File: src/rtl/des_sbox_seq.sv
// Sequential DES S-box substitution: evaluates S1..S8 over 8/LANES cycles and
// returns the 32-bit pre-permutation result over a valid/ready handshake.

module nbit_mux #(
  parameter int DATA_SIZE = 6
) (
  input  logic [(2**DATA_SIZE)-1:0] data,
  input  logic [DATA_SIZE-1:0]      sel,
  output logic                      y
);
  assign y = data[sel];
endmodule

module des_sbox_seq #(
  parameter int LANES = 1
) (
  input  logic        clk,
  input  logic        rst,
  input  logic        in_valid,
  output logic        in_ready,
  input  logic [47:0] in_data,
  output logic        out_valid,
  input  logic        out_ready,
  output logic [31:0] out_data,
  output logic        busy
);
  // state | meaning
  // IDLE  | waiting for an input transfer
  // RUN   | evaluating LANES S-boxes per cycle
  // DONE  | result held until downstream accepts

  if (!(LANES == 1 || LANES == 2 || LANES == 4 || LANES == 8)) begin : gBadLanes
    $error("des_sbox_seq: LANES must be 1, 2, 4 or 8");
  end

  typedef enum logic [1:0] {IDLE, RUN, DONE} stateT;

  // S-boxes in row-major order: nibble (row*16+col) sits at [255-4*(row*16+col) -: 4].
  function automatic logic [255:0] sboxTable(input int box);
    case (box)
      0:       sboxTable = 256'hE4D12FB83A6C5907_0F74E2D1A6CB9538_41E8D62BFC973A50_FC8249175B3EA06D;
      1:       sboxTable = 256'hF18E6B34972DC05A_3D47F28EC01A69B5_0E7BA4D158C6932F_D8A13F42B67C05E9;
      2:       sboxTable = 256'hA09E63F51DC7B428_D70934A6285ECBF1_D6498F30B12C5AE7_1AD069874FE3B52C;
      3:       sboxTable = 256'h7DE3069A1285BC4F_D8B56F03472C1AE9_A690CB7DF13E5284_3F06A1D8945BC72E;
      4:       sboxTable = 256'h2C417AB6853FD0E9_EB2C47D150FA3986_421BAD78F9C5630E_B8C71E2D6F09A453;
      5:       sboxTable = 256'hC1AF92680D34E75B_AF427C9561DE0B38_9EF528C3704A1DB6_432C95FABE17608D;
      6:       sboxTable = 256'h4B2EF08D3C975A61_D0B7491AE35C2F86_14BDC37EAF680592_6BD814A7950FE23C;
      default: sboxTable = 256'hD2846FB1A93E50C7_1FD8A374C56B0E92_7B419CE206ADF358_21E74A8DFC90356B;
    endcase
  endfunction

  // One output bit of one S-box, re-ordered so the raw 6-bit group is the mux select.
  function automatic logic [63:0] rawColumn(input int box, input int bitIdx);
    logic [255:0] tbl;
    logic [5:0]   b;
    int           pos;
    rawColumn = '0;
    tbl = sboxTable(box);
    for (int idx = 0; idx < 64; idx++) begin
      b = 6'(idx);
      pos = 4 * (int'({b[5], b[0]}) * 16 + int'(b[4:1]));
      rawColumn[idx] = tbl[252 - pos + bitIdx];
    end
  endfunction

  stateT       state, stateNext;
  logic [2:0]  grp;
  logic [47:0] dinQ;
  logic        lastGrp;
  logic        accept;

  logic [63:0] tblBits [8][4];
  logic [2:0]  laneBox [LANES];
  logic [5:0]  laneSel [LANES];
  logic [3:0]  laneNib [LANES];

  for (genvar bx = 0; bx < 8; bx++) begin : gBox
    for (genvar bt = 0; bt < 4; bt++) begin : gBit
      localparam logic [63:0] COL = rawColumn(bx, bt);
      assign tblBits[bx][bt] = COL;
    end
  end

  for (genvar l = 0; l < LANES; l++) begin : gLane
    assign laneBox[l] = grp + 3'(l);
    assign laneSel[l] = dinQ[47 - 6 * int'(laneBox[l]) -: 6];
    for (genvar bt = 0; bt < 4; bt++) begin : gBit
      nbit_mux #(.DATA_SIZE(6)) uMux (
        .data (tblBits[laneBox[l]][bt]),
        .sel  (laneSel[l]),
        .y    (laneNib[l][bt])
      );
    end
  end

  assign lastGrp   = ({1'b0, grp} + 4'(LANES)) == 4'd8;
  assign in_ready  = (state == IDLE) && !rst;
  assign out_valid = (state == DONE);
  assign busy      = (state != IDLE);
  assign accept    = in_valid && in_ready;

  always_ff @(posedge clk) begin
    if (rst) state <= IDLE;
    else     state <= stateNext;
  end

  always_comb begin
    stateNext = state;
    case (state)
      IDLE:    if (accept) stateNext = RUN;
      RUN:     if (lastGrp) stateNext = DONE;
      DONE:    if (out_ready) stateNext = IDLE;
      default: stateNext = IDLE;
    endcase
  end

  always_ff @(posedge clk) begin
    if (rst) begin
      grp      <= '0;
      dinQ     <= '0;
      out_data <= '0;
    end else begin
      case (state)
        IDLE: begin
          if (accept) begin
            dinQ     <= in_data;
            grp      <= '0;
            out_data <= '0;
          end
        end
        RUN: begin
          for (int l = 0; l < LANES; l++) begin
            out_data[31 - 4 * int'(laneBox[l]) -: 4] <= laneNib[l];
          end
          grp <= grp + 3'(LANES);
        end
        default: ;
      endcase
    end
  end
endmodule

File: config.mk
export PLATFORM = sky130hd
export DESIGN_NAME = des_sbox_seq
export DESIGN_NICKNAME = d
export VERILOG_FILES = /design/src/rtl/des_sbox_seq.sv
export SDC_FILE = /design/constraint.sdc
export NUM_CORES = 1
export LEC_CHECK = 0
export ABC_AREA = 0
export BUFFER_PORTS_ARGS = -buffer_cell sky130_fd_sc_hd__buf_2
export CAP_MARGIN = 20
export CORE_MARGIN = 2
export CORE_UTILIZATION = 35
export DETAILED_ROUTE_END_ITERATION = 8
export PLACE_DENSITY_LB_ADDON = 0.05
export SLEW_MARGIN = 20
export SYNTH_ARGS = -nofsm -noshare
export SYNTH_HDL_FRONTEND = slang
export SYNTH_SLANG_ARGS = --single-unit
File: constraint.sdc
create_clock -name clk -period 10.6 [get_ports clk]
set_input_delay 0.53 -clock clk [delete_from_list [all_inputs] [get_ports clk]]
set_output_delay 0.53 -clock clk [all_outputs]
set_load 0.05 [all_outputs]
Word level (Yosys, flattened, before mapping)
Memory sizes are Yosys's and may differ from the RTL's.
Index checks and enable logic that the tools add are counted.
Storage, ports and cells
  ROM bits: 2048
  bits in writable memories: 0
  input bits: 52
  latch bits: 0
  register bits: 85
  memories kept: 1
Memories
  (name not given): words 8, width 256, rd ports 1, clocked after memory_dff 0, write ports 0, line 89  | .data (tblBits[laneBox[l]][bt]),
Operators by class
  bitwise logic cells: 1
  shifts and indexed selects: 3
  order comparisons: 2
  equality and inequality tests: 6
  reductions and logical operators: 9
  add/sub/neg operators: 5
  muxes and demuxes: 19
  multiply operators: 1
  div/mod/pow operators: 0
Operator list (number)
  $mux 256: 2
  $pmux 32 s2: 1
  $shiftx 53x7->6: 1
  $shift 4x33->35 const A: 1
  $shiftx 4x33->35: 1
  $neg 6->33: 1
  $bwmux 32: 1
  $mux 32: 1
  $bmux 1 s6: 4
  $lt 6x7->1 const B: 1
  $sub 6x6->7 const A: 1
  $mux 2: 3
  $pmux 2 s3: 1
  $pmux 3 s2: 1
  $sub 5x5->6 const A: 1
  $mul 2x3->5 const A: 1
  $add 3x1->4 const B: 1
  $eq 4x4->1 const B: 1
  $ge 4x4->1 const B: 1
  $mux 1: 4
  $ne 2x2->1 const B: 2
  $not 3->4: 1
  $reduce_and 2->1: 2
  $reduce_bool 2->1: 2
  other kinds (9): 10

Depth between registers and ports, before layout
Gate-level depths: netlist of run 1.
  depth in word-level cells: 9
  gate-level depth with buffers: 24

Hierarchy
A second synthesis of run 1 with hierarchy kept.
Second synthesis, totals
  cell total of the unflattened synthesis: 966
  area, all modules: 7971.4 um^2
Modules (own cells, without submodules)
  des_sbox_seq: instances 1, cells an instance 718, area each 5569.1 um^2
  nbit_mux: instances 4, cells an instance 62, area each 600.6 um^2

Worst setup path after synthesis of run 1
Ideal clock, no wire load.
  path kind: register to register
  from: register grp[2]
  to: register out_data[0]
  library setup time: 0.134 ns
  data arrival time: 4.960 ns
  cell stages (with the launch flop): 21
  data required time: 10.466 ns
  path slack: 5.506 ns
  path buffers: 6
  path through: dfxtp_1 -> buf_4 -> inv_1 -> clkbuf_1 -> buf_1 -> clkbuf_1 -> fa_1 -> xor2_4 -> clkinv_2 -> ha_1 -> buf_2 -> or3b_1 -> o22ai_1 -> o21ai_1 -> a211oi_2 -> buf_2 -> nand2_1 -> a2111oi_0 -> nor4_1 -> o32ai_2 -> o21ai_1
Between the ends
  word-level cells in the longest chain between the ends: 9
RTL lines
  start: declaration: line 67  | logic [2:0] grp;
  start signal: assignment: line 135  | grp <= grp + 3'(LANES);
  parallel branches: the longest is 7 deep, another holds $sub 6x6->7
  $bwmux 32 *: line 133  | out_data[31 - 4 * int'(laneBox[l]) -: 4] <= laneNib[l];
  $pmux 32 s2 *: line 123  | case (state)
  end signal: indexed assignment: line 133
  end: declaration: line 24  | output logic [31:0] out_data,
Mark *: on every way between the ends. The select of a mux whose other input is x is not followed.
A chain may end at the register's enable or synchronous reset.

Final worst setup path of run 1
  from: register grp[2]
  to: register out_data[13]
The elaborated chain is that of the path after synthesis.

==> results of run 1 <==
==> area by class of cell <==
cell class                      count  area share (%)
Clock buffer                       11            2.57
Timing Repair Buffer              110            6.74
Inverter                           15           0.636
Multi-Input combinational cell    886            65.9
Tap cell                          319            4.41
Sequential cell                    85            18.9
Clock inverter                      5           0.912
==> through the flow <==
step                std cells  power (mW)
CTS                      1431        1.32
global placement         1415       0.975
floorplan                1096       0.799
detailed placement       1415       0.963
global route             1431        1.39
finish                   1431        1.33
==> metal layers <==
| metal | routed length, um | part of all wire, % |
|---|---|---|
| met2 | 13700 | 40 |
| met5 | 0 | 0 |
| met4 | 1420 | 4.1 |
| met3 | 3480 | 10 |
| met1 | 16000 | 46 |
==> cells in the final DEF, fill, tap and decap left out, drive strengths merged, types with 5 or more instances in the layout <==
cell,instances
a31oi,22
o21ai,124
o31ai,10
a221oi,8
dfxtp,85
ha,17
o211ai,32
a211oi,24
nand2,169
inv,15
o22ai,13
mux2i,62
o21a,5
a21oi,52
nand2b,51
nor4,8
o311ai,9
a211o,7
o221ai,9
nand3,36
clkbuf,11
a311oi,10
buf,110
a2111oi,5
nand4,11
mux4,19
mux2,15
nor2b,7
nor3,19
nor2,68
==> power groups by stage <==
stage | registers (mW) | logic (mW) | clock network, mW
after floorplan | 0.366 | 0.434 | 0
after global placement | 0.364 | 0.611 | 0
after detailed placement | 0.365 | 0.598 | 0
after CTS | 0.358 | 0.600 | 0.360
after global routing | 0.361 | 0.655 | 0.373
final | 0.358 | 0.621 | 0.352
==> sequential cells by signal (all words and copies together) (netlist names) <==
name / cells
dinQ: 48
grp: 3
out_data: 32
state: 2
==> worst max-delay path, delay by kind of cell (launching register included) <==
| kind | cells | cell delay (ps) |
|---|---|---|
| AO/OA/AOI/OAI | 7 | 2360 |
| adder cells (fa/ha/maj) | 2 | 1200 |
| buffers and inverters | 4 | 1030 |
| AND/OR/NAND/NOR | 2 | 700 |
| flip-flops | 1 | 640 |
| multiplexers | 1 | 550 |
| XOR/XNOR | 1 | 240 |
==> how the worst max path moves through the flow <==
stage                     startpoint      endpoint  slack, ps  depth (start not counted)
after floorplan               grp[2]   out_data[0]       5510                         20
after global placement        grp[2]   out_data[9]       4000                         17
after detailed placement      grp[2]  out_data[13]       3960                         17
after CTS                     grp[2]  out_data[13]       3930                         17
after global routing          grp[2]  out_data[21]       3310                         17
final                         grp[2]  out_data[13]       3750                         17
==> cells by family after synthesis <==
| group | Yosys count | synth area share (%) |
|---|---|---|
| AOI/OAI and AO/OA | 378 | 31.6 |
| xor gates and xnor gates | 3 | 0.544 |
| adders and majority gates | 18 | 2.81 |
| buffers and inverters | 125 | 7.62 |
| DFF | 85 | 20.5 |
| muxes | 96 | 14.7 |
| and+or+nand+nor | 391 | 22.1 |
==> impl_metrics.ini, run 1 <==
[status]
status = finished, final reports clean

[yosys]
ys.flop_type = dfxtp_1
syn-mean-instance-area_sq_um = 7.56
synthesis.area_sq_um = 8290
synth_edf_count = 0
synth.area.top_cells = dfxtp_1 (21%), nand2_1 (7.6%), mux2i_1 (7.5%)
yosys.area.top_type = dfxtp_1
synth_nets = 1166
synth_cell_types = 88
synthArstFlopShare_pct = 0
ys_seq_elements = 85
yosysWarnings = 0
synth-seq-area-share_pct = 20.5
synth_commonest_cells = nand2_1 (168), o21ai_0 (86), dfxtp_1 (85), nor2_1 (68), mux2i_1 (62)
yosys.area.top_type_share_pct = 20.5
syn_inst = 1096
synth.most_common_cell = nand2_1

[worst_setup_path]
required_ps = 10870
arrival_ps = 7120
cp-end-kind = flop
r2r_setup_slack_ps = 3750
cp-start-kind = flop
crit_type = reg2reg
cpMostUsedCell = buf_4
crit_path_max_incr_delay_ps = 650
crit_slowest_cell = ha_1
r2r-start = grp[2]
rr_worst_depth = 17
path_max_fanout = 41
path_cells = inv_1, buf_4, fa_1, xor2_4, clkinv_2, ha_1, and3b_1, a222oi_1, o32ai_1, o21ai_4, buf_4, mux4_2, a221oi_1, a211oi_1, a31oi_1, nand4_2, o21ai_1
worstReg2RegEnd = out_data[13]

[power]
pwr-share-clk_pct = 26.4
cell_internal_pwr_mw = 0.746
power_frac_comb_pct = 46.7
ir_drop_mv = 0.0875
switching_power_mw = 0.585
leakage_nw = 3.21
power_density_nw_per_um2 = 147
seq_power_share_pct = 26.9
switching_share_pct = 44.0

[final_layout]
num_antenna_cells = 0
nets = 1177
utilization_pct = 38.8
seq_area_sq_um = 1710
fillers = 2509
multi_input_area_sq_um = 5960
syn_to_final_growth_pct = 9.29
final_layout_size_suffix_gt1_share_pct = 17.7
finish.instance_area_sq_um = 9060

[clocking]
clockRootBuffer = clkbuf_16
cts_resized = 0
post_cts_buffers = 0
clk_latency_ps = 350
h-tree-depth = 3
numCtsBuffers = 9
clockBufferDepth = 2
cts_tree = built
hold_buffers = 0
path_clk_slew_ps = 70
numClockSinks = 85

[flow_run]
drv_cap = 0

[grt]
gr-total-overflow = 0
grt_pass1_wl_mm = 53.3
met3_usage_pct = 6.10
grt-busiest-layer = met1
grt_start_max_net_pins = 97
grt_pass1_vias = 8559
gr-usage-all-layers_pct = 27.9
use_met1_pct = 41.2
antenna_found_initial = 0
met2_usage_pct = 38.0

[drt]
final_antenna_net_count = 0
drc = 0
firstDrtPassIters = 5
wl_per_cell_um = 24.2
viasPerCell = 6.36
routed-via-count = 9105
wl_mm = 34.6
drt_first_iter_violations = 1246

[timing]
period_needed_ps = 6850
fin_setup_tns_ps = 0
setup_ws_ps = 3750
finalSetupViolations = 0
fin_crit_sh_pct = 64.6
max_freq_ghz = 0.146
slew_headroom_pct = 22.6
worst_pin_slew_ps = 1160
fin_hold_ws_ps = 372
slew_viol_final = 0
fin_worst_skew_ps = 7.74
rsz0062_at_grt = no
final_hold_viol_count = 0

[die]
dieHeight_um = 158
ioPinCount = 87
die_area_sq_um = 24900
initial_core_util_pct = 35.5
fp-row-count = 56
core_area_sq_um = 23300
fp.dieW_um = 158

[worst_hold_path]
min-delay-start = in_data[19]
holdPathEnd = dinQ[19]
whs_path_depth = 3
hold_class = in2reg

[place]
gp_congestion = 1.01
place_hpwl_mm = 23.6
dpl_worst_slack_ps = 3960
placed_cell_area_sq_um = 8740
portBuffers = 86
Power figures use the tool's default switching activity.
==> run 2, diff against run 1 <==
clock period = 5.9 ns   (was 10.6 ns; I/O delays follow)
==> impl_metrics.ini, run 2 (same netlist as run 1, synthesis figures left out) <==
[final_layout]
top_regs = dinQ: 48 flops, out_data: 32 flops, grp: 3 flops
num_antenna_cells = 0
final_layout_size_suffix_gt1_share_pct = 20.2
syn_to_final_growth_pct = 13.0
nets = 1209
layout_common_cells = nand2_1 (168), o21ai_0 (86), buf_2 (86)
largest_register_ffs = 48
instances_no_fill = 1463
layout_commonest_cell = nand2_1
finish.instance_area_sq_um = 9370
top_register = dinQ

[worst_setup_path]
critical_path.startpoint = grp[1]
crit_cells = 19
cp-end-kind = flop
r2r-start = grp[1]
setup.worst_path.end = out_data[10]
required_ps = 6190
rr_worst_depth = 19
arrival_ps = 5670
cp-start-kind = flop
r2r_setup_slack_ps = 520
crit_slowest_cell = a222oi_1
crit_type = reg2reg
crit_path_max_incr_delay_ps = 470
path_delay_family = compound AO/OA/AOI/OAI gates
path_max_fanout = 31
worstReg2RegEnd = out_data[10]
critPathBufInv = 5
path_cells = ha_1, inv_1, fa_1, xor2_4, clkinv_2, ha_1, buf_4, nor3_1, a222oi_1, o32ai_1, o21ai_4, buf_12, buf_4, nor2_1, a211oi_1, o31ai_1, o311a_1, a211o_2, o21ai_2

[grt]
gr-usage-all-layers_pct = 29.2
grt_pass1_vias = 8732
grt_start_max_net_pins = 97
antenna_found_initial = 1
gr-total-overflow = 0
grt_pass1_wl_mm = 54.8

[status]
status = finished, final reports clean

[die]
die_area_sq_um = 24900
initial_core_util_pct = 35.5
fp.dieW_um = 158
core_area_sq_um = 23300
ioPinCount = 87
fp-row-count = 56
dieHeight_um = 158

[clocking]
clk_latency_ps = 360
h-tree-depth = 3
hold_buffers = 0
cts_resized = 0
path_clk_slew_ps = 70
clockRootBuffer = clkbuf_16
numClockSinks = 85
post_cts_buffers = 0
cts_tree = built
clockBufferDepth = 2
numCtsBuffers = 9

[drt]
viasPerCell = 6.24
routed-via-count = 9126
drc = 0
wl_mm = 36.2
final_antenna_net_count = 0
drt_first_iter_violations = 1048
firstDrtPassIters = 7
wl_per_cell_um = 24.7

[timing]
slew_headroom_pct = 35.8
rsz0062_at_grt = no
period_needed_ps = 5380
finalSetupViolations = 0
fin_worst_skew_ps = 10.4
slew_viol_final = 0
fin_crit_sh_pct = 91.3
worst_pin_slew_ps = 960
max_freq_ghz = 0.186
fin_setup_tns_ps = 0
final_hold_viol_count = 0

[worst_hold_path]
whs_path_depth = 3
hold_class = in2reg
min-delay-start = in_data[20]

[flow_run]
drv_cap = 0

[power]
leakage_nw = 3.40
total_power_mw = 2.52
ir_drop_mv = 0.181
power_density_nw_per_um2 = 269

[place]
portBuffers = 86
place_hpwl_mm = 25.8
gp_congestion = 0.987
placed_cell_area_sq_um = 9020
dp_cells = 1447
==> run 2: how the worst min path moves through the flow <==
stage | endpoint | slack [ps]
6_report | dinQ[20] | 130
5_1_grt | dinQ[8] | 130
4_1_cts | dinQ[8] | 120
3_5_place_dp | out_data[31] | 440
3_3_place_gp | out_data[15] | 440
2_1_floorplan | dinQ[1] | 400
==> run 2: per-layer routing <==
layer	part of all wire [%]	GRT usage [%]	wire (um)
met1	46	42.5	16800
met4	4.1	12.5	1490
met2	40	40.3	14300
met3	9.9	7.28	3580
met5	0	0	0
==> run 2: stage by stage <==
step / util [%] / hold WS, ps / setup WS [ps]
final: 40.1 / 125 / 515
after global routing: 40.1 / 133 / 135
after CTS: 40.1 / 123 / 578
after detailed placement: 38.7 / 442 / 614
after global placement: 38.7 / 437 / 677
after floorplan: - / 403 / 806
==> run 2: tightest hold or removal path, stage by stage <==
cell and delay [ps]:
buf_2 70, nand2_1 30, o21ai_0 50
==> run 2: layout make-up <==
type / count / area (sq um)
multi-input cells: 886 / 5970
clock buffers: 12 / 268
clock inverters: 4 / 76.3
repair buffers: 142 / 888
well taps: 319 / 399
fillers: 2498 / 14000
inverters: 15 / 57.6
flip-flops and latches: 85 / 1710
==> run 2: power breakdown <==
part | leakage (nW) | switching, mW | internal [mW]
combinational | 2.54 | 0.794 | 0.408
clock | 0.165 | 0.267 | 0.411
sequential | 0.695 | 0.0310 | 0.606
==> run 3, diff against run 2 <==
CTS_CLUSTER_SIZE = 14   (was unset)
clock period = 7 ns   (was 5.9 ns; I/O delays follow)
==> impl_metrics.ini, run 3 (same netlist as run 1, synthesis figures left out) <==
[status]
status = finished, final reports clean

[clocking]
path_clk_slew_ps = 70
post_cts_buffers = 0
h-tree-depth = 3
cts_tree = built
clockBufferDepth = 2
hold_buffers = 0
cts_resized = 0
numCtsBuffers = 9
clockRootBuffer = clkbuf_16
clk_latency_ps = 350
numClockSinks = 85

[worst_setup_path]
r2r-start = grp[0]
cpMostUsedCell = ha_1
required_ps = 7280
crit_path_max_incr_delay_ps = 730
path_max_fanout = 32
cp-end-kind = flop
cp-start-kind = flop
critical_path.startpoint = grp[0]
arrival_ps = 6680
crit_slowest_cell = o311ai_0
r2r_setup_slack_ps = 590
crit_type = reg2reg
path_cells = ha_1, inv_1, fa_1, xor2_4, clkinv_2, ha_1, nor2b_1, a221oi_1, o32a_1, a21oi_4, buf_4, nand2_1, and3_1, o311ai_0, o22a_1, nand4_2, o21ai_1

[drt]
wl_per_cell_um = 24.9
final_antenna_net_count = 0
wl_mm = 36.0
viasPerCell = 6.35
drt_first_iter_violations = 1178
routed-via-count = 9181
drc = 0
firstDrtPassIters = 6

[die]
core_area_sq_um = 23300
ioPinCount = 87
die_area_sq_um = 24900
fp.dieW_um = 158
dieHeight_um = 158
initial_core_util_pct = 35.5
fp-row-count = 56

[timing]
worst_pin_slew_ps = 1100
slew_viol_final = 0
slew_headroom_pct = 26.2
period_needed_ps = 6410
fin_worst_skew_ps = 7.76
fin_crit_sh_pct = 91.5
fin_setup_tns_ps = 0
final_hold_viol_count = 0
finalSetupViolations = 0
max_freq_ghz = 0.156
rsz0062_at_grt = no

[final_layout]
largest_register_ffs = 48
layout_common_cells = nand2_1 (168), o21ai_0 (86), buf_2 (86)
layout_commonest_cell = nand2_1
top_register = dinQ
num_antenna_cells = 0
top_regs = dinQ: 48 flops, out_data: 32 flops, grp: 3 flops
nets = 1191
utilization_pct = 39.4
syn_to_final_growth_pct = 11.1
final_layout_size_suffix_gt1_share_pct = 18.9
fillers = 2526
finish.instance_area_sq_um = 9200

[place]
gp_congestion = 1.01
place_hpwl_mm = 25.3
portBuffers = 86
placed_cell_area_sq_um = 8880

[grt]
gr-usage-all-layers_pct = 29.1
antenna_found_initial = 0
grt_pass1_wl_mm = 54.8
gr-total-overflow = 0
grt_start_max_net_pins = 97
grt_pass1_vias = 8751

[worst_hold_path]
min-delay-start = in_data[28]
hold_class = in2reg

[power]
total_power_mw = 2.05
ir_drop_mv = 0.110
leakage_nw = 3.30
power_density_nw_per_um2 = 223

[flow_run]
drv_cap = 0
[run 3: path summary, 6_finish.rpt]
kind                                     end  cells after the start
worst max-delay path            out_data[15]                     17
worst min-delay path                dinQ[28]                      3
worst min register to register   out_data[9]                      2
worst max register to register  out_data[15]                     17
[run 3: metrics by stage]
stage / setup slack, ps / hold slack, ps / cells
2_1_floorplan: 1910 / 458 / 1096
3_3_place_gp: 866 / 436 / 1429
3_5_place_dp: 928 / 439 / 1429
4_1_cts: 924 / 180 / 1445
5_1_grt: 257 / 195 / 1445
6_report: 593 / 191 / 1445
[run 3: area by class of cell]
cell class | instances | area [sq um] | share of cell area [%]
repair buffers | 124 | 753 | 8.18
clock buffers | 12 | 267 | 2.90
multi-input cells | 886 | 5960 | 64.8
inverters | 15 | 57.6 | 0.625
well taps | 319 | 399 | 4.34
flip-flops and latches | 85 | 1710 | 18.6
clock inverters | 4 | 53.8 | 0.585
[run 3: metal layers]
metal / part of all wire [%] / vias up / routed length, um / track usage, %
met5: 0 / - / 0 / 0.207
met4: 4.3 / 0 / 1570 / 12.7
met3: 11 / 115 / 3820 / 8.21
met2: 40 / 553 / 14300 / 39.4
met1: 45 / 4353 / 16300 / 42.3
li1: - / 4160 / - / -
[run 3: power by group]
part	total (mW)	switching, mW	internal (mW)
registers	0.543	0.0322	0.511
clock network	0.524	0.216	0.308
logic	0.986	0.658	0.328
total	2.05	0.906	1.15
[run 3: critical path: cells and delay by family, from the launching register on]
kind | cells | cell delay, ps
buf+inv | 3 | 830
compound gates | 6 | 2320
xor+xnor | 1 | 430
fa+ha+maj | 3 | 1130
simple gates | 4 | 1070
flops | 1 | 520
